[src/rtl/sincos_pkg.sv]
// Shared definitions for the NCO phase generator and the quadratic sin/cos evaluator:
// phase width, quadrant field position and the NCO control state encoding.
package sincos_pkg;

    localparam int PHASE_W = 47;
    localparam int QUAD_HI = 46;
    localparam int QUAD_LO = 45;

    typedef enum logic [1:0] {
        IDLE = 2'd0,
        RUN  = 2'd1,
        DONE = 2'd2
    } nco_state_t;

endpackage

[src/rtl/nco_accum.sv]
// Phase accumulator: load has priority over increment; the adder wraps modulo 2^W.
module nco_accum #(
    parameter int W = 47
) (
    input  logic         clk,
    input  logic         resetn,
    input  logic         load_i,
    input  logic [W-1:0] load_val_i,
    input  logic         inc_i,
    input  logic [W-1:0] freq_i,
    output logic [W-1:0] acc_o
);

    logic [W-1:0] acc_q;
    logic [W-1:0] acc_d;

    always_comb begin
        acc_d = acc_q;
        if (load_i) begin
            acc_d = load_val_i;
        end else if (inc_i) begin
            acc_d = acc_q + freq_i;
        end
    end

    always_ff @(posedge clk or negedge resetn) begin
        if (!resetn) begin
            acc_q <= '0;
        end else begin
            acc_q <= acc_d;
        end
    end

    assign acc_o = acc_q;

endmodule

[src/rtl/nco_phase_gen.sv]
// Numerically controlled phase generator feeding the sin/cos evaluator.
// Define NCO_IQ_INTERLEAVE_EN to emit every phase twice (sin then cos).
module nco_phase_gen #(
    parameter int PHASE_W = sincos_pkg::PHASE_W,
    parameter int CNT_W   = 16
) (
    input  logic               clk,
    input  logic               resetn,
    input  logic               cfg_load,
    input  logic [PHASE_W-1:0] freq_word,
    input  logic [PHASE_W-1:0] phase_offset,
    input  logic [CNT_W-1:0]   burst_len,
    input  logic               cos_sel,
    input  logic               start,
    input  logic               stop,
    input  logic               sample_en,
    output logic [PHASE_W-1:0] phase_o,
    output logic               mode_cos_o,
    output logic               valid_o,
    output logic               busy_o,
    output logic               done_o
);
    import sincos_pkg::*;

    nco_state_t         state_q;
    nco_state_t         state_d;
    logic [PHASE_W-1:0] freq_q;
    logic [PHASE_W-1:0] offset_q;
    logic [CNT_W-1:0]   blen_q;
    logic [CNT_W-1:0]   cnt_q;
    logic [CNT_W-1:0]   cnt_inc;
    logic [PHASE_W-1:0] acc;
    logic [PHASE_W-1:0] phase_q;
    logic               mode_q;
    logic               valid_q;
    logic               cfg_take;
    logic               start_go;
    logic               smp;
    logic               adv;
    logic               last;
    logic               smp_mode;

    // A start coinciding with cfg_load must see the freshly presented offset.
    assign cfg_take = (state_q == IDLE) && cfg_load;
    assign start_go = (state_q == IDLE) && start;
    assign smp      = (state_q == RUN) && sample_en && !stop;
    assign cnt_inc  = cnt_q + CNT_W'(1);
    assign last     = adv && (blen_q != '0) && (cnt_inc == blen_q);

`ifdef NCO_IQ_INTERLEAVE_EN
    // half_q = 1 means the next sample is the cos half of the current pair.
    logic half_q;

    assign adv      = smp && half_q;
    assign smp_mode = half_q;

    always_ff @(posedge clk or negedge resetn) begin
        if (!resetn) begin
            half_q <= 1'b0;
        end else if (start_go) begin
            half_q <= 1'b0;
        end else if (smp) begin
            half_q <= ~half_q;
        end
    end
`else
    logic cos_sel_q;

    assign adv      = smp;
    assign smp_mode = cos_sel_q;

    always_ff @(posedge clk or negedge resetn) begin
        if (!resetn) begin
            cos_sel_q <= 1'b0;
        end else if (cfg_take) begin
            cos_sel_q <= cos_sel;
        end
    end
`endif

    nco_accum #(
        .W (PHASE_W)
    ) u_accum (
        .clk        (clk),
        .resetn     (resetn),
        .load_i     (start_go),
        .load_val_i (cfg_take ? phase_offset : offset_q),
        .inc_i      (adv),
        .freq_i     (freq_q),
        .acc_o      (acc)
    );

    always_ff @(posedge clk or negedge resetn) begin
        if (!resetn) begin
            state_q <= IDLE;
        end else begin
            state_q <= state_d;
        end
    end

    always_comb begin
        state_d = state_q;
        case (state_q)
            IDLE:    if (start) state_d = RUN;
            RUN: begin
                if (stop) begin
                    state_d = IDLE;
                end else if (last) begin
                    state_d = DONE;
                end
            end
            DONE:    state_d = IDLE;
            default: state_d = IDLE;
        endcase
    end

    always_comb begin
        busy_o = (state_q == RUN);
        done_o = (state_q == DONE);
    end

    always_ff @(posedge clk or negedge resetn) begin
        if (!resetn) begin
            freq_q   <= '0;
            offset_q <= '0;
            blen_q   <= '0;
            cnt_q    <= '0;
            phase_q  <= '0;
            mode_q   <= 1'b0;
            valid_q  <= 1'b0;
        end else begin
            if (cfg_take) begin
                freq_q   <= freq_word;
                offset_q <= phase_offset;
                blen_q   <= burst_len;
            end
            if (start_go) begin
                cnt_q <= '0;
            end else if (adv) begin
                cnt_q <= cnt_inc;
            end
            valid_q <= smp;
            if (smp) begin
                phase_q <= acc;
                mode_q  <= smp_mode;
            end
        end
    end

    assign phase_o    = phase_q;
    assign mode_cos_o = mode_q;
    assign valid_o    = valid_q;

endmodule

[config.mk]
export PLATFORM = sky130hd
export DESIGN_NAME = nco_phase_gen
export DESIGN_NICKNAME = d
export VERILOG_FILES = /design/src/rtl/sincos_pkg.sv /design/src/rtl/nco_accum.sv /design/src/rtl/nco_phase_gen.sv
export SDC_FILE = /design/constraint.sdc
export NUM_CORES = 1
export LEC_CHECK = 0
export BUFFER_PORTS_ARGS = -buffer_cell sky130_fd_sc_hd__buf_2
export CAP_MARGIN = 20
export CORE_MARGIN = 3
export CORE_UTILIZATION = 45
export CTS_CLUSTER_SIZE = 20
export DETAILED_ROUTE_END_ITERATION = 10
export GPL_TIMING_DRIVEN = 1
export PLACE_DENSITY_LB_ADDON = 0.25
export SLEW_MARGIN = 10
export SYNTH_ARGS = -nofsm -noshare
export SYNTH_HDL_FRONTEND = slang
export SYNTH_SLANG_ARGS = --single-unit
[constraint.sdc]
create_clock -name clk -period 3.1 [get_ports clk]
set_input_delay 0.155 -clock clk [delete_from_list [all_inputs] [get_ports clk]]
set_output_delay 0.155 -clock clk [all_outputs]
set_load 0.01 [all_outputs]
# After elaboration in Yosys (flattened, before gate mapping)
# Cells that the tools add are included.
word_totals:
  register_bits: 225
  in_bits: 117
  out_inout_bits: 51
  wordCells: 37
op_classes:
  addsub: 2
  eq_ne: 5
  n_mux: 9
  reduce_logical: 11
op_table:
  columns: ["cell", "count"]
  rows:
  - ["$mux W47", 3]
  - ["$add A47 B47 Y47", 1]
  - ["$mux W16", 2]
  - ["$add A16 B1 Y16 const B", 1]
  - ["$eq A16 B16 Y1", 1]
  - ["$reduce_bool A16 Y1", 1]
  - ["$logic_and A1 B1 Y1", 6]
  - ["$mux W2", 3]
  - ["$pmux W2 S2", 1]
  - ["$ne A3 B2 Y1 const B", 1]
  - ["$eq A2 B1 Y1 const B", 1]
  - ["$eq A2 B2 Y1 const B", 1]
  - ["$logic_not A2 Y1", 1]
  - ["$ne A2 B2 Y1 const B", 1]
  - ["$reduce_and A2 Y1", 1]
  - ["$reduce_bool A2 Y1", 1]
  - ["$logic_not A1 Y1", 1]

# Logic depth before layout (Yosys ltp)
logic_depth:
  depth_word: 8
  mapped_depth: 13

# Cells and area by module
# A second synthesis with hierarchy kept.
unflattened:
  cells_unflattened: 1221
  area_unflattened_um2: 12182.9
modules_own_cells:
  columns: ["module", "n_inst", "cells_per_inst", "area_per_inst_um2", "seq_area_each_um2"]
  rows:
  - ["nco_phase_gen", 1, 615, 7295.7, 4454.3]
  - ["nco_accum", 1, 606, 4887.2, 1176.1]

# Worst setup path after synthesis
# Ideal clock, no wire load.
synth_timing:
  path_kind: "flip-flop to flip-flop"
  from: "reg freq_q[16]"
  to: "reg u_accum.acc_q[45], in the netlist u_accum.acc_o[45]"
  setup_ps: 75
  arrival_ps: 2838
  path_slack_ps: 188
  stages_incl_launch_ff: 13
  period_less_slack_ps: 2912
  cell_sequence: "dfrtp_1 -> ha_1 -> clkbuf_2 -> a21oi_1 -> o21ai_0 -> nand2b_1 -> a221oi_2 -> a2111oi_4 -> a2111oi_2 -> o41ai_2 -> a32oi_1 -> mux2_2 -> o21ai_2"
synth_via:
  elab_chain_len: 3
synth_rtl:
  columns: ["element", "line", "source"]
  rows:
  - ["start: declaration", "nco_phase_gen.sv:27", "logic [PHASE_W-1:0] freq_q;"]
  - ["start signal: assignment", "nco_phase_gen.sv:133", "freq_q <= freq_word;"]
  - ["$add A47 B47 Y47", "nco_accum.sv:22", "acc_d = acc_q + freq_i;"]
  - ["$mux W47", "nco_accum.sv:21", "end else if (inc_i) begin"]
  - ["$mux W47", "nco_accum.sv:19", "if (load_i) begin"]
  - ["end signal: assignment", "nco_accum.sv:28", "acc_q <= '0;"]
  - ["end signal: assignment", "nco_accum.sv:30", "acc_q <= acc_d;"]
  - ["end: declaration", "nco_accum.sv:14", "logic [W-1:0] acc_q;"]
# Every way passes these cells. The select of a mux whose other input is x is not followed.
# A chain may end at the register's enable or synchronous reset.

# Worst setup path after layout
layout_timing:
  from: "reg freq_q[0]"
  to: "reg u_accum.acc_q[40], in the netlist u_accum.acc_o[40]"
# The elaborated chain is that of the path after synthesis.

==> report_table.html <==
<table>
<tr><th>Metric</th><th>Value</th></tr>
<tr><th colspan="2">Floorplanning</th></tr>
<tr><td>Initial core utilization</td><td>46.10%</td></tr>
<tr><td>Number of top-level pins</td><td>168</td></tr>
<tr><td>Num rows</td><td>58</td></tr>
<tr><td>Height of the die</td><td>167.1 um</td></tr>
<tr><td>Overall die width</td><td>167.1 um</td></tr>
<tr><td>Core area</td><td>25,330 um2</td></tr>
<tr><td>Die Area</td><td>27,920 um2</td></tr>
<tr><th colspan="2">Drt</th></tr>
<tr><td>Initial DRC count</td><td>670</td></tr>
<tr><td>Detail Route Antenna Nets</td><td>0</td></tr>
<tr><td>Count of TritonRoute iterations in the first routing pass</td><td>5</td></tr>
<tr><td>Via total after detailed routing</td><td>9,554</td></tr>
<tr><td>Average wire per standard cell</td><td>17.38 um</td></tr>
<tr><td>Average via count per standard cell</td><td>5.352</td></tr>
<tr><td>Total routed wirelength</td><td>31,020 um</td></tr>
<tr><td>Post-route DRC violation count</td><td>0</td></tr>
<tr><th colspan="2">Synthesis</th></tr>
<tr><td>Area of the mapped netlist</td><td>11,680 um2</td></tr>
<tr><td>Most used flip-flop cell after synthesis</td><td>sky130_fd_sc_hd__dfrtp_1</td></tr>
<tr><td>Fraction of the mapped netlist area in adder cells</td><td>5.294%</td></tr>
<tr><td>Simple-gate share of the synthesized area</td><td>13.19%</td></tr>
<tr><td>Syn_area_per_cell</td><td>10.22 um2</td></tr>
<tr><td>Number of distinct library cells after synthesis</td><td>67</td></tr>
<tr><td>FF+latch count, synth</td><td>225</td></tr>
<tr><td>Total of warnings raised by yosys</td><td>0</td></tr>
<tr><td>Post-synthesis compound-gate area fraction</td><td>15.10%</td></tr>
<tr><td>Post-synth EDFFs</td><td>0</td></tr>
<tr><td>Proportion of synthesized chip area in sequential cells</td><td>48.22%</td></tr>
<tr><td>Async set-or-reset flop fraction in the synthesized netlist</td><td>100.0%</td></tr>
<tr><td>Synth Area in XOR/XNOR</td><td>4.651%</td></tr>
<tr><td>Mux contribution to synthesized area</td><td>10.89%</td></tr>
<tr><td>Dominant combinational cell family by area after synthesis</td><td>compound AO/OA/AOI/OAI gates</td></tr>
<tr><td>Number of standard cells after synthesis</td><td>1,143</td></tr>
<tr><td>Number of nets in the synthesized netlist</td><td>1,308</td></tr>
<tr><th colspan="2">Global route</th></tr>
<tr><td>Overflow left after global routing</td><td>0</td></tr>
<tr><td>Largest net degree at the start of global routing</td><td>119</td></tr>
<tr><td>Number of antenna violations at the first check in global routing</td><td>0</td></tr>
<tr><td>First-pass GRT wire length</td><td>50,870 um</td></tr>
<tr><td>Number of global-route vias before repair</td><td>9,824</td></tr>
<tr><td>GRT Total Usage</td><td>21.82%</td></tr>
<tr><th colspan="2">Critical path</th></tr>
<tr><td>Cell class contributing the biggest share of worst-path delay</td><td>compound AO/OA/AOI/OAI gates</td></tr>
<tr><td>Cell seen most often among critical-path stages</td><td>sky130_fd_sc_hd__a21o_1</td></tr>
<tr><td>Worst EP required</td><td>3.51 ns</td></tr>
<tr><td>Highest net fanout along the worst path</td><td>4</td></tr>
<tr><td>Crit path max-delay cell type</td><td>sky130_fd_sc_hd__dfrtp_1</td></tr>
<tr><td>WP buf/inv</td><td>2</td></tr>
<tr><td>Maximum single-stage delay on the critical path</td><td>0.35 ns</td></tr>
<tr><td>CP Data Arrival Time</td><td>3.43 ns</td></tr>
<tr><td>Crit path cell chain</td><td>ha_2, inv_2, fa_2, nor2b_2, o2111ai_2, a21o_1, a211o_1, a41o_1, a21oi_2, buf_4, o211ai_1, a21o_1, and3_4, o31ai_2</td></tr>
<tr><td>Critical path capture point type</td><td>flop</td></tr>
<tr><td>Setup crit start kind</td><td>flop</td></tr>
<tr><td>Worst setup path class</td><td>flop to flop</td></tr>
<tr><th colspan="2">Clocking</th></tr>
<tr><td>H-tree Lvls</td><td>1</td></tr>
<tr><td>Clock Path Buffers</td><td>3</td></tr>
<tr><td>CTS Root Cell</td><td>sky130_fd_sc_hd__clkbuf_16</td></tr>
<tr><td>Clock latency on the worst-skew pair</td><td>0.53 ns</td></tr>
<tr><td>Number of clock sinks</td><td>225</td></tr>
<tr><td>Clock slew seen by the registers of the worst setup and hold paths</td><td>0.07 ns</td></tr>
<tr><td>Clock tree from TritonCTS</td><td>done</td></tr>
<tr><td>TritonCTS Buffers</td><td>24</td></tr>
<tr><th colspan="2">Power and ir drop</th></tr>
<tr><td>Max rail drop VDD</td><td>0.4326 mV</td></tr>
<tr><td>Power per cell area</td><td>933.4 nW/um2</td></tr>
<tr><td>Static power due to leakage</td><td>7.197 nW</td></tr>
<tr><th colspan="2">STA</th></tr>
<tr><td>Slew of the pin with the lowest slew margin</td><td>0.8122 ns</td></tr>
<tr><td>Worst-case headroom to the max-slew limit</td><td>45.85%</td></tr>
<tr><td>Timing-limited maximum frequency</td><td>0.3320 GHz</td></tr>
<tr><td>Setup repair after global routing missed its margin</td><td>true</td></tr>
<tr><td>Final setup margin</td><td>0.08798 ns</td></tr>
<tr><td>Crit share post-route</td><td>97.16%</td></tr>
<tr><td>Post-route setup TNS</td><td>0 ns</td></tr>
<tr><td>Crit path time final</td><td>3.012 ns</td></tr>
<tr><td>Setup violation total in the final timing report</td><td>0</td></tr>
<tr><td>Number of max-slew violations in the final report</td><td>0</td></tr>
<tr><td>Worst clock skew</td><td>0.02830 ns</td></tr>
<tr><td>Hold violation total from the final report</td><td>0</td></tr>
<tr><th colspan="2">Layout</th></tr>
<tr><td>Diode count</td><td>0</td></tr>
<tr><td>Count of non-filler cells in the finished layout</td><td>1,785</td></tr>
<tr><td>Final core utilization</td><td>60.64%</td></tr>
<tr><td>Net count of the finished layout</td><td>1,602</td></tr>
<tr><td>Layout area overhead</td><td>31.53%</td></tr>
<tr><td>Fraction of final layout cells with drive strength greater than 1</td><td>28.45%</td></tr>
<tr><th colspan="2">Placed design</th></tr>
<tr><td>GPL Wtd Cong</td><td>0.8989</td></tr>
<tr><td>DP Cell Count</td><td>1,614</td></tr>
<tr><td>DP Worst Slack</td><td>-0.1401 ns</td></tr>
<tr><td>PortBufs</td><td>167</td></tr>
<tr><td>Post-detail-place hpwl</td><td>19,980 um</td></tr>
<tr><th colspan="2">Run</th></tr>
<tr><td>Total of max-cap violations</td><td>0</td></tr>
<tr><th colspan="2">Worst hold path</th></tr>
<tr><td>Kind of path behind the tightest hold check</td><td>primary input to flop</td></tr>
<tr><th colspan="2">Run status</th></tr>
<tr><td>Status</td><td>completed</td></tr>
</table>
==> registers in the layout, summed over array words and instances, names as in the netlist <==
register / count
blen_q: 16
cnt_q: 16
cos_sel_q: 1
freq_q: 47
mode_cos_o: 1
offset_q: 47
phase_o: 47
state_q: 2
u_accum.acc_o: 47
valid_o: 1
==> area by class of cell <==
type	instances	area, um2
Sequential cell	225	5630
Clock inverter	13	186.4
Clock buffer	31	678.2
Fill cell	2074	9970
Inverter	20	75.07
Timing Repair Buffer	328	2391
Multi-Input combinational cell	838	5983
Tap cell	330	412.9
==> kinds of logic after synthesis <==
kind of cell | count (synthesis)
xor gates and xnor gates | 62
muxes | 113
adders and majority gates | 49
buffers and inverters | 80
and+or+nand+nor | 362
AOI/OAI and AO/OA | 252
DFF | 225
==> synth_stat cells (5+ instances only) <==
cell / n / area, um2
sky130_fd_sc_hd__nand2_1: 222 / 833.3
sky130_fd_sc_hd__dfrtp_1: 225 / 5630
sky130_fd_sc_hd__nand3_1: 23 / 115.1
sky130_fd_sc_hd__a211oi_1: 5 / 37.54
sky130_fd_sc_hd__nor4_1: 5 / 31.28
sky130_fd_sc_hd__inv_1: 20 / 75.07
sky130_fd_sc_hd__o211ai_1: 12 / 90.09
sky130_fd_sc_hd__ha_1: 47 / 588.1
sky130_fd_sc_hd__clkbuf_1: 47 / 176.4
sky130_fd_sc_hd__buf_1: 7 / 26.28
sky130_fd_sc_hd__and3_1: 12 / 75.07
sky130_fd_sc_hd__o21bai_1: 6 / 45.04
sky130_fd_sc_hd__o21ai_0: 52 / 260.3
sky130_fd_sc_hd__xor2_1: 26 / 227.7
sky130_fd_sc_hd__o31ai_1: 11 / 82.58
sky130_fd_sc_hd__nor3_1: 7 / 35.03
sky130_fd_sc_hd__a31oi_1: 7 / 43.79
sky130_fd_sc_hd__nand4_1: 8 / 50.05
sky130_fd_sc_hd__a21o_1: 37 / 277.8
sky130_fd_sc_hd__nor2_1: 61 / 229.0
sky130_fd_sc_hd__a221o_1: 28 / 280.3
sky130_fd_sc_hd__mux2_2: 112 / 1261
sky130_fd_sc_hd__a21oi_1: 57 / 285.3
sky130_fd_sc_hd__xnor2_1: 36 / 315.3
==> path summary, 6_finish.rpt <==
| path | cells after the start | start | endpoint | slack (ns) |
|---|---|---|---|---|
| max in group asynchronous | 3 | resetn | blen_q[8] | 1.93 |
| min in group asynchronous | 2 | resetn | phase_o[7] | 0.23 |
| hold / removal | 4 | sample_en | cnt_q[4] | 0.09 |
| setup reg to reg | 14 | freq_q[0] | u_accum.acc_o[40] | 0.09 |
| setup / recovery | 14 | freq_q[0] | u_accum.acc_o[40] | 0.09 |
| hold reg to reg | 2 | phase_o[31] | phase_o[31] | 0.47 |
==> cells in the final DEF (no fill, tap or decap), types with 43 or more instances in the layout <==
| cell type | Yosys | routed |
|---|---|---|
| sky130_fd_sc_hd__dlygate4sd3_1 | 0 | 113 |
| sky130_fd_sc_hd__dfrtp_1 | 225 | 225 |
| sky130_fd_sc_hd__o21ai_0 | 52 | 48 |
| sky130_fd_sc_hd__a21oi_1 | 57 | 53 |
| sky130_fd_sc_hd__nor2_1 | 61 | 58 |
| sky130_fd_sc_hd__buf_4 | 1 | 43 |
| sky130_fd_sc_hd__nand2_1 | 222 | 221 |
| sky130_fd_sc_hd__buf_2 | 3 | 166 |
| sky130_fd_sc_hd__mux2_2 | 112 | 112 |
==> tightest hold or removal path, cell delays in order <==
cell and delay [ns]:
sky130_fd_sc_hd__buf_2 0.13, sky130_fd_sc_hd__and3_1 0.15, sky130_fd_sc_hd__o21ai_0 0.07, sky130_fd_sc_hd__o31ai_1 0.07
==> per-layer routing <==
metal  wire length [um]  up-vias  GRT usage [%]
met3               1074       36          2.658
met5                  0        -              0
met2              14900      194          36.85
met1              14430     4666          30.31
li1                   -     4658              -
met4                618        0          5.022
==> power by group <==
group | internal, mW | switching, mW
logic | 3.17 | 3.53
registers | 3.86 | 0.654
clock network | 1.89 | 1.22
total | 8.93 | 5.41
==> metrics by stage <==
stage	power [mW]	hold WS (ns)	instance area (um2)
2_1_floorplan	8.716	-0.1406	11680
3_3_place_gp	10.41	0.2519	13020
3_5_place_dp	10.51	0.2463	13020
4_1_cts	13.99	0.08349	15130
5_1_grt	15.35	0.1229	15360
6_report	14.33	0.09468	15360
==> repair_timing <==
action / 4_1_cts / 5_1_grt
endpoints found under the setup margin: 8 / 15
pin swaps: 10 / 14
hold buffers: 113 / 0
buffers inserted: 5 / 9
gates resized for setup: 9 / 33
endpoints found under the hold margin: 213 / 0
Note: power is estimated with default switching activity, not from simulation.
